===== src/rtl/iob_clint_if.sv =====
// Native valid/ready register bus used by iob_clint.
// The master drives the request; the slave returns ready and rdata one cycle later.
interface iob_clint_if #(
    parameter int ADDR_W = 16,
    parameter int DATA_W = 32
);
    logic                  valid;
    logic [ADDR_W-1:0]     address;
    logic [DATA_W-1:0]     wdata;
    logic [DATA_W/8-1:0]   wstrb;
    logic [DATA_W-1:0]     rdata;
    logic                  ready;

    modport master (
        output valid,
        output address,
        output wdata,
        output wstrb,
        input  rdata,
        input  ready
    );

    modport slave (
        input  valid,
        input  address,
        input  wdata,
        input  wstrb,
        output rdata,
        output ready
    );
endinterface


===== src/rtl/iob_clint.sv =====
// RISC-V core-local interruptor: shared 64-bit mtime driven by an external rtc,
// per-hart mtimecmp/msip registers and registered mtip/msip interrupt outputs.
module iob_clint #(
    parameter int ADDR_W  = 16,
    parameter int DATA_W  = 32,
    parameter int N_CORES = 1
) (
    input  logic               clk,
    input  logic               rst,
    input  logic               rtc,
    iob_clint_if.slave         bus,
    output logic [N_CORES-1:0] mtip,
    output logic [N_CORES-1:0] msip
);

    localparam logic [ADDR_W-1:0] MtimeLoAddr = ADDR_W'(32'hBFF8);
    localparam logic [ADDR_W-1:0] MtimeHiAddr = ADDR_W'(32'hBFFC);

    logic [1:0]          rtc_sync_q, rtc_sync_d;
    logic                rtc_prev_q, rtc_prev_d;
    logic                tick;
    logic [63:0]         mtime_q, mtime_d;
    logic [63:0]         mtimecmp_q [N_CORES];
    logic [63:0]         mtimecmp_d [N_CORES];
    logic [N_CORES-1:0]  msip_q, msip_d;
    logic [N_CORES-1:0]  mtip_q, mtip_d;
    logic                ready_q, ready_d;
    logic [DATA_W-1:0]   rdata_q, rdata_d;
    logic                rd_en, wr_en;

    function automatic logic [31:0] merge_bytes(input logic [31:0]         old_w,
                                                input logic [DATA_W-1:0]   new_w,
                                                input logic [DATA_W/8-1:0] strb);
        logic [31:0] res;
        res = old_w;
        for (int k = 0; k < DATA_W / 8; k++) begin
            if (strb[k]) res[8*k +: 8] = new_w[8*k +: 8];
        end
        return res;
    endfunction

    always_comb begin
        rtc_sync_d = {rtc_sync_q[0], rtc};
        rtc_prev_d = rtc_sync_q[1];
        tick       = rtc_sync_q[1] & ~rtc_prev_q;

        rd_en   = bus.valid & (bus.wstrb == '0);
        wr_en   = bus.valid & (bus.wstrb != '0);
        ready_d = bus.valid;

        // Unmapped reads return zero; mapped decodes below override.
        rdata_d    = rd_en ? '0 : rdata_q;
        mtime_d    = tick ? mtime_q + 64'd1 : mtime_q;
        msip_d     = msip_q;
        mtimecmp_d = mtimecmp_q;

        // A bus write to mtime replaces this cycle's increment entirely.
        if (bus.address == MtimeLoAddr) begin
            if (rd_en) rdata_d = mtime_q[31:0];
            if (wr_en) mtime_d = {mtime_q[63:32],
                                  merge_bytes(mtime_q[31:0], bus.wdata, bus.wstrb)};
        end
        if (bus.address == MtimeHiAddr) begin
            if (rd_en) rdata_d = mtime_q[63:32];
            if (wr_en) mtime_d = {merge_bytes(mtime_q[63:32], bus.wdata, bus.wstrb),
                                  mtime_q[31:0]};
        end

        for (int i = 0; i < N_CORES; i++) begin
            if (bus.address == ADDR_W'(4 * i)) begin
                if (rd_en) rdata_d = DATA_W'(msip_q[i]);
                if (wr_en && bus.wstrb[0]) msip_d[i] = bus.wdata[0];
            end
            if (bus.address == ADDR_W'(32'h4000 + 8 * i)) begin
                if (rd_en) rdata_d = mtimecmp_q[i][31:0];
                if (wr_en) mtimecmp_d[i][31:0] =
                    merge_bytes(mtimecmp_q[i][31:0], bus.wdata, bus.wstrb);
            end
            if (bus.address == ADDR_W'(32'h4004 + 8 * i)) begin
                if (rd_en) rdata_d = mtimecmp_q[i][63:32];
                if (wr_en) mtimecmp_d[i][63:32] =
                    merge_bytes(mtimecmp_q[i][63:32], bus.wdata, bus.wstrb);
            end
        end

        for (int i = 0; i < N_CORES; i++) begin
            mtip_d[i] = (mtime_q >= mtimecmp_q[i]);
        end
    end

    always_ff @(posedge clk) begin
        if (rst) begin
            rtc_sync_q <= '0;
            rtc_prev_q <= 1'b0;
            mtime_q    <= '0;
            for (int i = 0; i < N_CORES; i++) mtimecmp_q[i] <= '1;
            msip_q     <= '0;
            mtip_q     <= '0;
            ready_q    <= 1'b0;
            rdata_q    <= '0;
        end else begin
            rtc_sync_q <= rtc_sync_d;
            rtc_prev_q <= rtc_prev_d;
            mtime_q    <= mtime_d;
            mtimecmp_q <= mtimecmp_d;
            msip_q     <= msip_d;
            mtip_q     <= mtip_d;
            ready_q    <= ready_d;
            rdata_q    <= rdata_d;
        end
    end

    assign bus.ready = ready_q;
    assign bus.rdata = rdata_q;
    assign mtip      = mtip_q;
    assign msip      = msip_q;

endmodule


===== src/flat_wrapper.sv =====
// flat-port wrapper written by rule: the top's interface ports become plain ports
module iob_clint_flat 
#(
    parameter int ADDR_W  = 16,
    parameter int DATA_W  = 32,
    parameter int N_CORES = 1
)
  (clk, rst, rtc, mtip, msip, bus_valid, bus_address, bus_wdata, bus_wstrb, bus_rdata, bus_ready);
  iob_clint_if #(.ADDR_W(ADDR_W), .DATA_W(DATA_W)) bus_i ();
  input  logic clk;
  input  logic rst;
  input  logic rtc;
  output logic [N_CORES-1:0] mtip;
  output logic [N_CORES-1:0] msip;
  input wire logic [$bits(bus_i.valid)-1:0] bus_valid;
  input wire logic [$bits(bus_i.address)-1:0] bus_address;
  input wire logic [$bits(bus_i.wdata)-1:0] bus_wdata;
  input wire logic [$bits(bus_i.wstrb)-1:0] bus_wstrb;
  output wire logic [$bits(bus_i.rdata)-1:0] bus_rdata;
  output wire logic [$bits(bus_i.ready)-1:0] bus_ready;
  assign bus_i.valid = bus_valid;
  assign bus_i.address = bus_address;
  assign bus_i.wdata = bus_wdata;
  assign bus_i.wstrb = bus_wstrb;
  assign bus_rdata = bus_i.rdata;
  assign bus_ready = bus_i.ready;
  iob_clint #(.ADDR_W(ADDR_W), .DATA_W(DATA_W), .N_CORES(N_CORES)) u_core (.clk(clk), .rst(rst), .rtc(rtc), .bus(bus_i), .mtip(mtip), .msip(msip));
endmodule

===== config.mk =====
export PLATFORM = sky130hd
export DESIGN_NAME = iob_clint_flat
export DESIGN_NICKNAME = d
export VERILOG_FILES = /design/src/rtl/iob_clint_if.sv /design/src/rtl/iob_clint.sv /design/src/flat_wrapper.sv
export SDC_FILE = /design/constraint.sdc
export NUM_CORES = 1
export LEC_CHECK = 0
export CAP_MARGIN = 20
export CORE_MARGIN = 2
export CORE_UTILIZATION = 35
export DETAILED_ROUTE_END_ITERATION = 8
export REMOVE_ABC_BUFFERS = 1
export SETUP_SLACK_MARGIN = 0.5
export SLEW_MARGIN = 30
export SYNTH_ARGS = -nofsm -noshare
export SYNTH_HDL_FRONTEND = slang
export SYNTH_SLANG_ARGS = --single-unit

===== constraint.sdc =====
create_clock -name clk -period 3.6 [get_ports clk]
set_input_delay 0.72 -clock clk [delete_from_list [all_inputs] [get_ports clk]]
set_output_delay 0.72 -clock clk [all_outputs]
set_load 0.05 [all_outputs]

==> results of run 1 <==
-- sequential cells by signal (all words and copies together), names as in the netlist --
register / cells
u_core.bus.rdata: 32
u_core.bus.ready: 1
u_core.msip: 1
u_core.mtime_q: 64
u_core.mtimecmp_q: 64
u_core.mtip: 1
u_core.rtc_prev_q: 1
u_core.rtc_sync_q: 2
-- stage by stage --
stage | utilization (%) | setup TNS [ns] | area (sq um) | std cells
2_1_floorplan | - | 0 | 9776 | 1186
6_report | 42.76 | 0 | 12210 | 1743
3_3_place_gp | 40.70 | -0.2142 | 11620 | 1711
5_1_grt | 42.76 | 0 | 12210 | 1743
4_1_cts | 42.70 | 0 | 12190 | 1743
3_5_place_dp | 40.73 | 0 | 11630 | 1711
-- area by class of cell --
class / instances / area, sq um / area share, %
multi-input cells: 941 / 6192 / 50.72
flip-flops and latches: 166 / 3323 / 27.22
repair buffers: 141 / 1351 / 11.07
well taps: 384 / 480.5 / 3.936
clock buffers: 19 / 442.9 / 3.628
inverters: 79 / 296.5 / 2.429
clock inverters: 13 / 121.4 / 0.9942
-- critical path, delay by kind of cell --
kind	cells	cell delay (ns)
simple gates	4	1.45
buf+inv	2	0.70
compound gates	1	0.40
-- routing by layer --
layer,vias up,global-route usage [%]
met2,353,36.16
met1,4927,33.05
met3,56,4.090
li1,4908,-
met4,0,7.948
met5,-,0
-- power by group --
part	leakage [nW]	switching (mW)	internal, mW
Clock	0.263	0.841	0.978
Combinational	3.26	0.138	0.0886
Sequential	1.34	0.00191	1.84
Total	4.87	0.981	2.90
-- cell families after synthesis --
| family | after synthesis | synth area share [%] |
|---|---|---|
| and+or+nand+nor | 434 | 22.38 |
| AOI/OAI and AO/OA | 391 | 25.39 |
| DFF | 166 | 32.86 |
| buffers and inverters | 162 | 6.261 |
| adders and majority gates | 65 | 8.043 |
| muxes | 47 | 4.714 |
| xor gates and xnor gates | 4 | 0.3465 |
-- layout by cell type, fill, tap and decap left out, types with 5 or more instances in the layout --
cell | Yosys | final
o21ai_0 | 37 | 37
and3_1 | 15 | 15
a22oi_1 | 31 | 31
a211oi_1 | 33 | 33
clkbuf_16 | 0 | 17
a21o_1 | 10 | 10
a21oi_1 | 127 | 127
or4_1 | 6 | 6
or3_1 | 12 | 11
buf_12 | 0 | 6
inv_1 | 78 | 78
nor2_1 | 56 | 54
ha_1 | 65 | 65
and2_1 | 9 | 9
mux2i_1 | 42 | 42
clkinvlp_4 | 0 | 5
nor2b_1 | 7 | 7
nand2b_1 | 11 | 11
clkdlybuf4s50_1 | 0 | 88
o31ai_1 | 10 | 10
o211ai_1 | 74 | 74
nand2_1 | 137 | 136
nand3b_1 | 6 | 6
mux2_2 | 5 | 5
a31oi_1 | 17 | 17
nor4_1 | 18 | 18
nand4_1 | 32 | 32
dfxtp_1 | 166 | 166
nor3_1 | 48 | 47
o22ai_1 | 6 | 6
nand3_1 | 40 | 40
and4_1 | 12 | 12
buf_4 | 1 | 46
-- what timing repair did --
| action | CTS | global route |
|---|---|---|
| endpoints found under the setup margin | 0 | 13 |
| resized for setup | 0 | 3 |
| hold endpoints to repair | 0 | 0 |
| setup buffers | 0 | 0 |
-- final timing paths --
kind                             start              endpoint  slack, ns  cells past startpoint
setup / recovery       bus_address[10]    u_core.mtime_q[38]       0.63                      7
hold / removal    u_core.rtc_sync_q[0]  u_core.rtc_sync_q[1]       0.45                      1
setup reg to reg    u_core.mtime_q[24]    u_core.mtime_q[61]       0.80                      6
hold reg to reg   u_core.rtc_sync_q[0]  u_core.rtc_sync_q[1]       0.45                      1
==> flow_metrics.py, run 1 <==
metrics = {
    "status": {
        "status": "complete, no violations",
    },
    "clocking": {
        "cts_buffer_depth": 2,
        "cts.clk_slew.worst_paths_ns": 0.07,
        "clock_latency_ns": 0.44,
        "htree_levels": 4,
        "cts_root_buf": "clkbuf_16",
        "hold_buffers": 0,
        "numCtsBuffers": 17,
        "cts_num_sinks": 166,
        "tritoncts": "yes",
    },
    "placement": {
        "port_buffers": 90,
        "hpwl_um": 25270,
        "gp_congestion": 0.9336,
        "dp_slack_ns": 0.08103,
    },
    "sta": {
        "timing.hold.ws_ns": 0.4466,
        "layout_worst_path_cycle_share_pct": 82.44,
        "setup_viol": 0,
        "period_minus_slack_ns": 2.968,
        "fmax_mhz": 336.9,
        "worst_pin_slew_ns": 0.8336,
        "grt_setup_unrepaired": "false",
        "drv_slew": 0,
        "setup_ws_ns": 0.6320,
        "timing_hold_violations_final": 0,
        "relSlewSlack_pct": 44.43,
        "skew_ns": 0.01160,
    },
    "critical_path": {
        "cp.arrival_ns": 3.26,
        "slowest_delay_ns": 0.70,
        "worstPathCellList": "clkdlybuf4s50_1, nand4_1, or4_1, nor2_1, nor4_2, buf_4, a2111oi_0",
        "cp_max_fo": 7,
        "startpoint_type": "input port",
        "cp-end-kind": "register",
        "critPathKind": "in2reg",
        "slowest_stage": "or4_1",
        "critPathRequiredTime_ns": 3.90,
    },
    "yosys": {
        "synthesis.instances": 1269,
        "synth_cell_types": 76,
        "post-synth-top-count-cell": "dfxtp_1",
        "synth_top_cell_by_area": "dfxtp_1",
        "ys.warnings.count": 0,
        "synth_top_cell_area_share_pct": 32.86,
        "netlist_area_sq_mm": 0.01011,
        "synthTopCellsByArea": "dfxtp_1 (33%), ha_1 (8.0%), a21oi_1 (6.3%)",
        "avgSynthCellArea_sq_um": 7.969,
        "netlist_top_cells_count": "dfxtp_1 (166), nand2_1 (137), a21oi_1 (127)",
        "synth_edf_count": 0,
        "yosysSeqAreaShare_pct": 32.86,
        "synth_flop_cell": "dfxtp_1",
        "ys_ff_latch": 166,
        "synth-async-reset-ratio_pct": 0,
    },
    "die": {
        "rows": 62,
        "ios": 91,
        "die-area_sq_mm": 0.03027,
        "fp.dieH_um": 174.0,
        "die_w_um": 174.0,
        "core_sq_mm": 0.02855,
        "initial_core_util_pct": 35.42,
    },
    "grt": {
        "grt_pass1_vias": 9913,
        "antenna_found_initial": 0,
        "grt_max_degree": 64,
        "grt_pass1_wl_um": 56410,
        "track_usage_pct": 23.45,
        "overflow": 0,
    },
    "final_layout": {
        "layout-drive-gt1-share_pct": 8.389,
        "fillers": 2978,
        "syn_to_final_growth_pct": 20.73,
        "antennaDiodeCount": 0,
        "fin_nets": 1467,
    },
    "route": {
        "drt-met1-wl_um": 17040,
        "wl_per_cell_um": 20.41,
        "final_antenna_net_count": 0,
        "drtIter0Drc": 1029,
        "firstDrtPassIters": 6,
        "vias_per_cell": 5.877,
        "met3_wirelength_um": 2127,
        "top_layer": "met4",
        "drc": 0,
        "dr_total_vias": 10240,
        "met2WireLength_um": 15570,
        "wirelength_um": 35580,
    },
    "pwr": {
        "finalPower_mw": 3.886,
        "peakVddDrop_uv": 216.9,
        "p_leak_nw": 4.867,
        "power_density_mw_per_mm2": 318.3,
    },
    "min_path": {
        "hp-class": "reg2reg",
    },
    "run": {
        "drv_cap": 0,
    },
}
Power figures use the tool's default switching activity.
==> run 2, diff against run 1 <==
==> constraint.sdc (replaced) <==
create_clock -name clk -period 2.9 [get_ports clk]
set_input_delay 0.58 -clock clk [delete_from_list [all_inputs] [get_ports clk]]
set_output_delay 0.58 -clock clk [all_outputs]
set_load 0.05 [all_outputs]
==> run 2 against run 1 <==
Net effect:
- hold slack gained 0.014 ns
- count of clock-buffer cells in the layout shrank 1
- cell area grew 8.2%
==> flow_metrics.py, run 2 (same netlist as run 1, synthesis figures left out) <==
metrics = {
    "min_path": {
        "hp-class": "reg2reg",
        "hp-start": "u_core.rtc_sync_q[0]",
    },
    "route": {
        "drtIter0Drc": 869,
        "firstDrtPassIters": 5,
        "wirelength_um": 36680,
        "drc": 0,
        "wl_per_cell_um": 19.97,
        "final_antenna_net_count": 0,
        "dr_total_vias": 10700,
        "vias_per_cell": 5.825,
    },
    "critical_path": {
        "worstSetupStartpoint": "bus_address[7]",
        "critPathRequiredTime_ns": 3.23,
        "cp.arrival_ns": 2.73,
        "critPathKind": "in2reg",
        "cp-end-kind": "register",
        "r2r_start": "u_core.mtime_q[24]",
        "cp_max_fo": 6,
        "startpoint_type": "input port",
    },
    "die": {
        "ios": 91,
        "die_w_um": 174.0,
        "core_sq_mm": 0.02855,
        "die-area_sq_mm": 0.03027,
        "fp.dieH_um": 174.0,
        "rows": 62,
        "initial_core_util_pct": 35.42,
    },
    "pwr": {
        "p_clk_share_pct": 46.5,
        "power_density_mw_per_mm2": 365.6,
        "switching_share_pct": 25.64,
        "p_leak_nw": 5.485,
        "seqPwrFrac_pct": 47.3,
        "switching_power_mw": 1.238,
        "peakVddDrop_uv": 290.3,
        "combPwrFrac_pct": 6.2,
        "p_int_mw": 3.590,
    },
    "grt": {
        "track_usage_pct": 24.36,
        "gr-usage-met1_pct": 34.27,
        "met3_usage_pct": 3.193,
        "grt_pass1_vias": 10470,
        "grt_max_degree": 89,
        "grt_pass1_wl_um": 58650,
        "use_met2_pct": 38.56,
        "overflow": 0,
        "antenna_found_initial": 0,
        "top_usage_layer": "met2",
    },
    "sta": {
        "period_minus_slack_ns": 2.401,
        "skew_ns": 0.01088,
        "timing_hold_violations_final": 0,
        "drv_slew": 0,
        "worst_pin_slew_ns": 0.5620,
        "setup_viol": 0,
        "grt_setup_unrepaired": "true",
        "fmax_mhz": 416.5,
        "relSlewSlack_pct": 62.41,
        "layout_worst_path_cycle_share_pct": 82.79,
    },
    "clocking": {
        "hold_buffers": 0,
        "cts.clk_slew.worst_paths_ns": 0.07,
        "cts_num_sinks": 166,
        "tritoncts": "yes",
        "numCtsBuffers": 17,
        "cts_buffer_depth": 2,
        "clock_latency_ns": 0.44,
        "cts_root_buf": "clkbuf_16",
        "htree_levels": 4,
    },
    "status": {
        "status": "complete, no violations",
    },
    "run": {
        "drv_cap": 0,
    },
    "final_layout": {
        "syn_to_final_growth_pct": 30.59,
        "finalNonFillerCells": 1837,
        "final_cell_mix": "dfxtp_1 (161), nand2_1 (134), buf_4 (128)",
        "fillers": 2905,
        "design_area_sq_mm": 0.01321,
        "layout_commonest_cell": "dfxtp_1",
        "layout-drive-gt1-share_pct": 17.34,
        "fin_nets": 1561,
        "antennaDiodeCount": 0,
    },
    "placement": {
        "dp.cells": 1791,
        "gp_congestion": 0.9347,
        "hpwl_um": 26220,
        "port_buffers": 90,
        "placed_cell_area_sq_mm": 0.01226,
    },
}
## run 2: critical path: stages
cell,delay (ns)
dlymetal6s2s_1,0.10
nand4_1,0.28
buf_4,0.25
or4_4,0.56
buf_6,0.16
nor2_4,0.22
buf_6,0.17
or4_1,0.11
a21oi_1,0.06
o221a_2,0.24
## run 2: power groups by stage
stage	clock network [mW]	logic [mW]	registers, mW
global route	2.36	0.314	2.28
global placement	0	0.295	2.34
finish	2.25	0.298	2.28
floorplan	0	0.0617	2.34
detailed placement	0	0.295	2.34
CTS	2.27	0.295	2.28
## run 2: per-stage QoR
| stage | utilization, % | hold WS (ns) | setup WS [ns] | TNS, ns | power (mW) |
|---|---|---|---|---|---|
| 2_1_floorplan | - | 0.4138 | -0.3542 | -3.002 | 2.400 |
| 3_3_place_gp | 42.94 | 0.4163 | -0.4978 | -9.607 | 2.631 |
| 3_5_place_dp | 42.96 | 0.4494 | -0.4707 | -9.740 | 2.631 |
| 4_1_cts | 45.75 | 0.4588 | 0.5002 | 0 | 4.846 |
| 5_1_grt | 46.26 | 0.4790 | 0.4526 | 0 | 4.953 |
| 6_report | 46.26 | 0.4602 | 0.4992 | 0 | 4.828 |
## run 2: per-layer routing
metal / routed length (um) / part of all wire (%)
met5: 0 / 0
met4: 741 / 2.0
met3: 2029 / 5.5
met2: 16480 / 45
met1: 17440 / 48
## run 2: worst paths after layout
path                          endpoint  slack (ns)  depth (start not counted)
hold reg to reg   u_core.rtc_sync_q[1]        0.46                          1
setup / recovery     u_core.mtime_q[8]        0.50                         10
setup reg to reg    u_core.mtime_q[58]        0.52                          6
hold / removal    u_core.rtc_sync_q[1]        0.46                          1
## run 2: final cells by class
cell class                 count  area [sq um]  share of cell area, %
sequential                   166          3329                  25.21
inverter                      79         296.5                  2.246
tap                          384         480.5                  3.638
multi-input combinational    941          6434                  48.72
timing repair buffer         235          2111                  15.98
clock inverter                14         125.1                 0.9475
clock buffer                  18         429.2                  3.250
## run 2: timing repair
action,CTS,global route
gates resized for setup,56,43
gates cloned,2,0
pin swaps,17,24
setup endpoints to repair,67,132
setup buffers,5,7
==> run 3, diff against run 2 <==
==> constraint.sdc (replaced) <==
create_clock -name clk -period 2 [get_ports clk]
set_input_delay 0.4 -clock clk [delete_from_list [all_inputs] [get_ports clk]]
set_output_delay 0.4 -clock clk [all_outputs]
set_load 0.05 [all_outputs]
==> run 3 against run 2 <==
Net effect:
- the flow now finishes with violations (setup timing)
- clock skew decreased by 0.0012 ns
- sequential cell count unchanged
- utilization increased by 12 points
- global-route usage increased by 4.5 points
- via count increased by 15%
- sequential share of layout area decreased by 5.2 points
- final cell count increased by 10%
- hold slack got worse by 0.030 ns
- worst setup slack got worse by 0.88 ns
- sequential power increased by 45%
- non-clock buffer count increased by 184
- highest routed layer unchanged
==> flow_metrics.py, run 3 (same netlist as run 1, synthesis figures left out) <==
metrics = {
    "pwr": {
        "finalPower_mw": 7.337,
        "p_leak_nw": 7.352,
        "power_density_mw_per_mm2": 438.3,
        "peakVddDrop_uv": 353.4,
    },
    "die": {
        "ios": 91,
        "rows": 62,
        "die-area_sq_mm": 0.03027,
        "initial_core_util_pct": 35.42,
        "fp.dieH_um": 174.0,
        "core_sq_mm": 0.02855,
        "die_w_um": 174.0,
    },
    "grt": {
        "grt_pass1_vias": 11540,
        "grt_pass1_wl_um": 67770,
        "grt_max_degree": 48,
        "track_usage_pct": 28.89,
        "overflow": 0,
        "antenna_found_initial": 0,
    },
    "sta": {
        "setup_ws_ns": -0.3760,
        "worst_pin_slew_ns": 0.7271,
        "drv_slew": 0,
        "grt_setup_unrepaired": "true",
        "relSlewSlack_pct": 51.52,
        "layout_worst_path_cycle_share_pct": 118.8,
        "timing.hold.ws_ns": 0.4305,
        "skew_ns": 0.009648,
        "period_minus_slack_ns": 2.376,
        "timing_hold_violations_final": 0,
        "fmax_mhz": 420.9,
        "final.setup.tns_ns": -6.001,
        "setup_viol": 42,
    },
    "final_layout": {
        "syn_to_final_growth_pct": 65.54,
        "fin_nets": 1745,
        "layout-drive-gt1-share_pct": 45.45,
        "finalNonFillerCells": 2021,
        "antennaDiodeCount": 0,
        "postLayoutCoreUtil_pct": 58.64,
        "layout_commonest_cell": "buf_4",
        "final_cell_mix": "buf_4 (223), dfxtp_1 (150), a21oi_1 (97)",
    },
    "clocking": {
        "tritoncts": "yes",
        "numCtsBuffers": 17,
        "cts.clk_slew.worst_paths_ns": 0.07,
        "htree_levels": 4,
        "clock_latency_ns": 0.45,
        "cts_root_buf": "clkbuf_16",
        "cts_buffer_depth": 2,
        "cts_num_sinks": 166,
    },
    "critical_path": {
        "worstPathCellList": "and4_4, nand4_4, or4_4, or3_4, buf_4, o31a_1, nor4_1",
        "cp_top_family": "simple AND/OR/NAND/NOR gates",
        "cp.arrival_ns": 2.73,
        "slowest_stage": "or4_4",
        "critPathBufInv": 1,
        "rrSetupSlack_ns": -0.38,
        "slowest_delay_ns": 0.52,
        "critPathKind": "reg2reg",
        "critPathRequiredTime_ns": 2.35,
        "startpoint_type": "register",
        "cp_max_fo": 6,
        "cp-end-kind": "register",
    },
    "route": {
        "drc": 0,
        "dr_total_vias": 12300,
        "wl_per_cell_um": 23.66,
        "firstDrtPassIters": 5,
        "final_antenna_net_count": 0,
        "vias_per_cell": 6.084,
        "wirelength_um": 47820,
        "drtIter0Drc": 1269,
    },
    "placement": {
        "dp.cells": 1885,
        "port_buffers": 90,
        "gp_congestion": 0.9097,
        "hpwl_um": 27830,
    },
    "min_path": {
        "hp-class": "in2reg",
    },
    "status": {
        "status": "finished, violations left",
        "violations": "setup timing",
    },
    "run": {
        "drv_cap": 0,
    },
}
## run 3: cell types whose count changed in the layout (fill, tap and decap cells not counted), sizes merged
cell / delta
bufinv: +1
clkdlybuf4s15: +1
dlymetal6s2s: -3
inv: +1
dlygate4sd2: -11
clkdlybuf4s50: -37
clkinvlp: -2
buf: +234
## run 3: final timing paths
path	start	endpoint	cells past startpoint
worst min-delay path	bus_wstrb[2]	u_core.mtime_q[53]	4
worst max-delay path	u_core.mtime_q[24]	u_core.mtime_q[54]	7
worst max register to register	u_core.mtime_q[24]	u_core.mtime_q[54]	7
worst min register to register	u_core.rtc_sync_q[0]	u_core.rtc_sync_q[1]	1
## run 3: worst min-delay path, delay by kind of cell
kind | cells | cell delay [ns]
buffers and inverters | 2 | 0.26
AND/OR/NAND/NOR | 1 | 0.09
AO/OA/AOI/OAI | 1 | 0.07
## run 3: timing repair
action | CTS | global route
cloned | 15 | 6
setup endpoints to repair | 186 | 162
gates resized for setup | 567 | 212
pin swaps | 191 | 132
hold buffers | 0 | 0
buffers inserted | 46 | 37
## run 3: cell type report
class | count | area [sq um]
fillers | 2396 | 11810
well taps | 384 | 480.5
flip-flops and latches | 166 | 3348
clock buffers | 18 | 439.2
inverters | 79 | 299.0
multi-input cells | 941 | 7945
clock inverters | 14 | 147.6
repair buffers | 419 | 4080
## run 3: metal layers
metal	part of all wire, %	GRT usage, %
met3	9.4	6.540
met5	0	0
met1	40	37.88
met4	5.6	13.52
met2	45	45.14
## run 3: power breakdown
group,switching (mW),internal (mW)
logic,0.336,0.232
clock network,1.57,1.89
registers,0.00363,3.31
## run 3: per-stage QoR
step                setup slack [ns]  cell area [sq um]
floorplan                     -1.074               9776
global placement              -1.073              12920
detailed placement            -1.204              12930
CTS                          -0.3106              15510
global route                 -0.3946              16740
finish                       -0.3760              16740
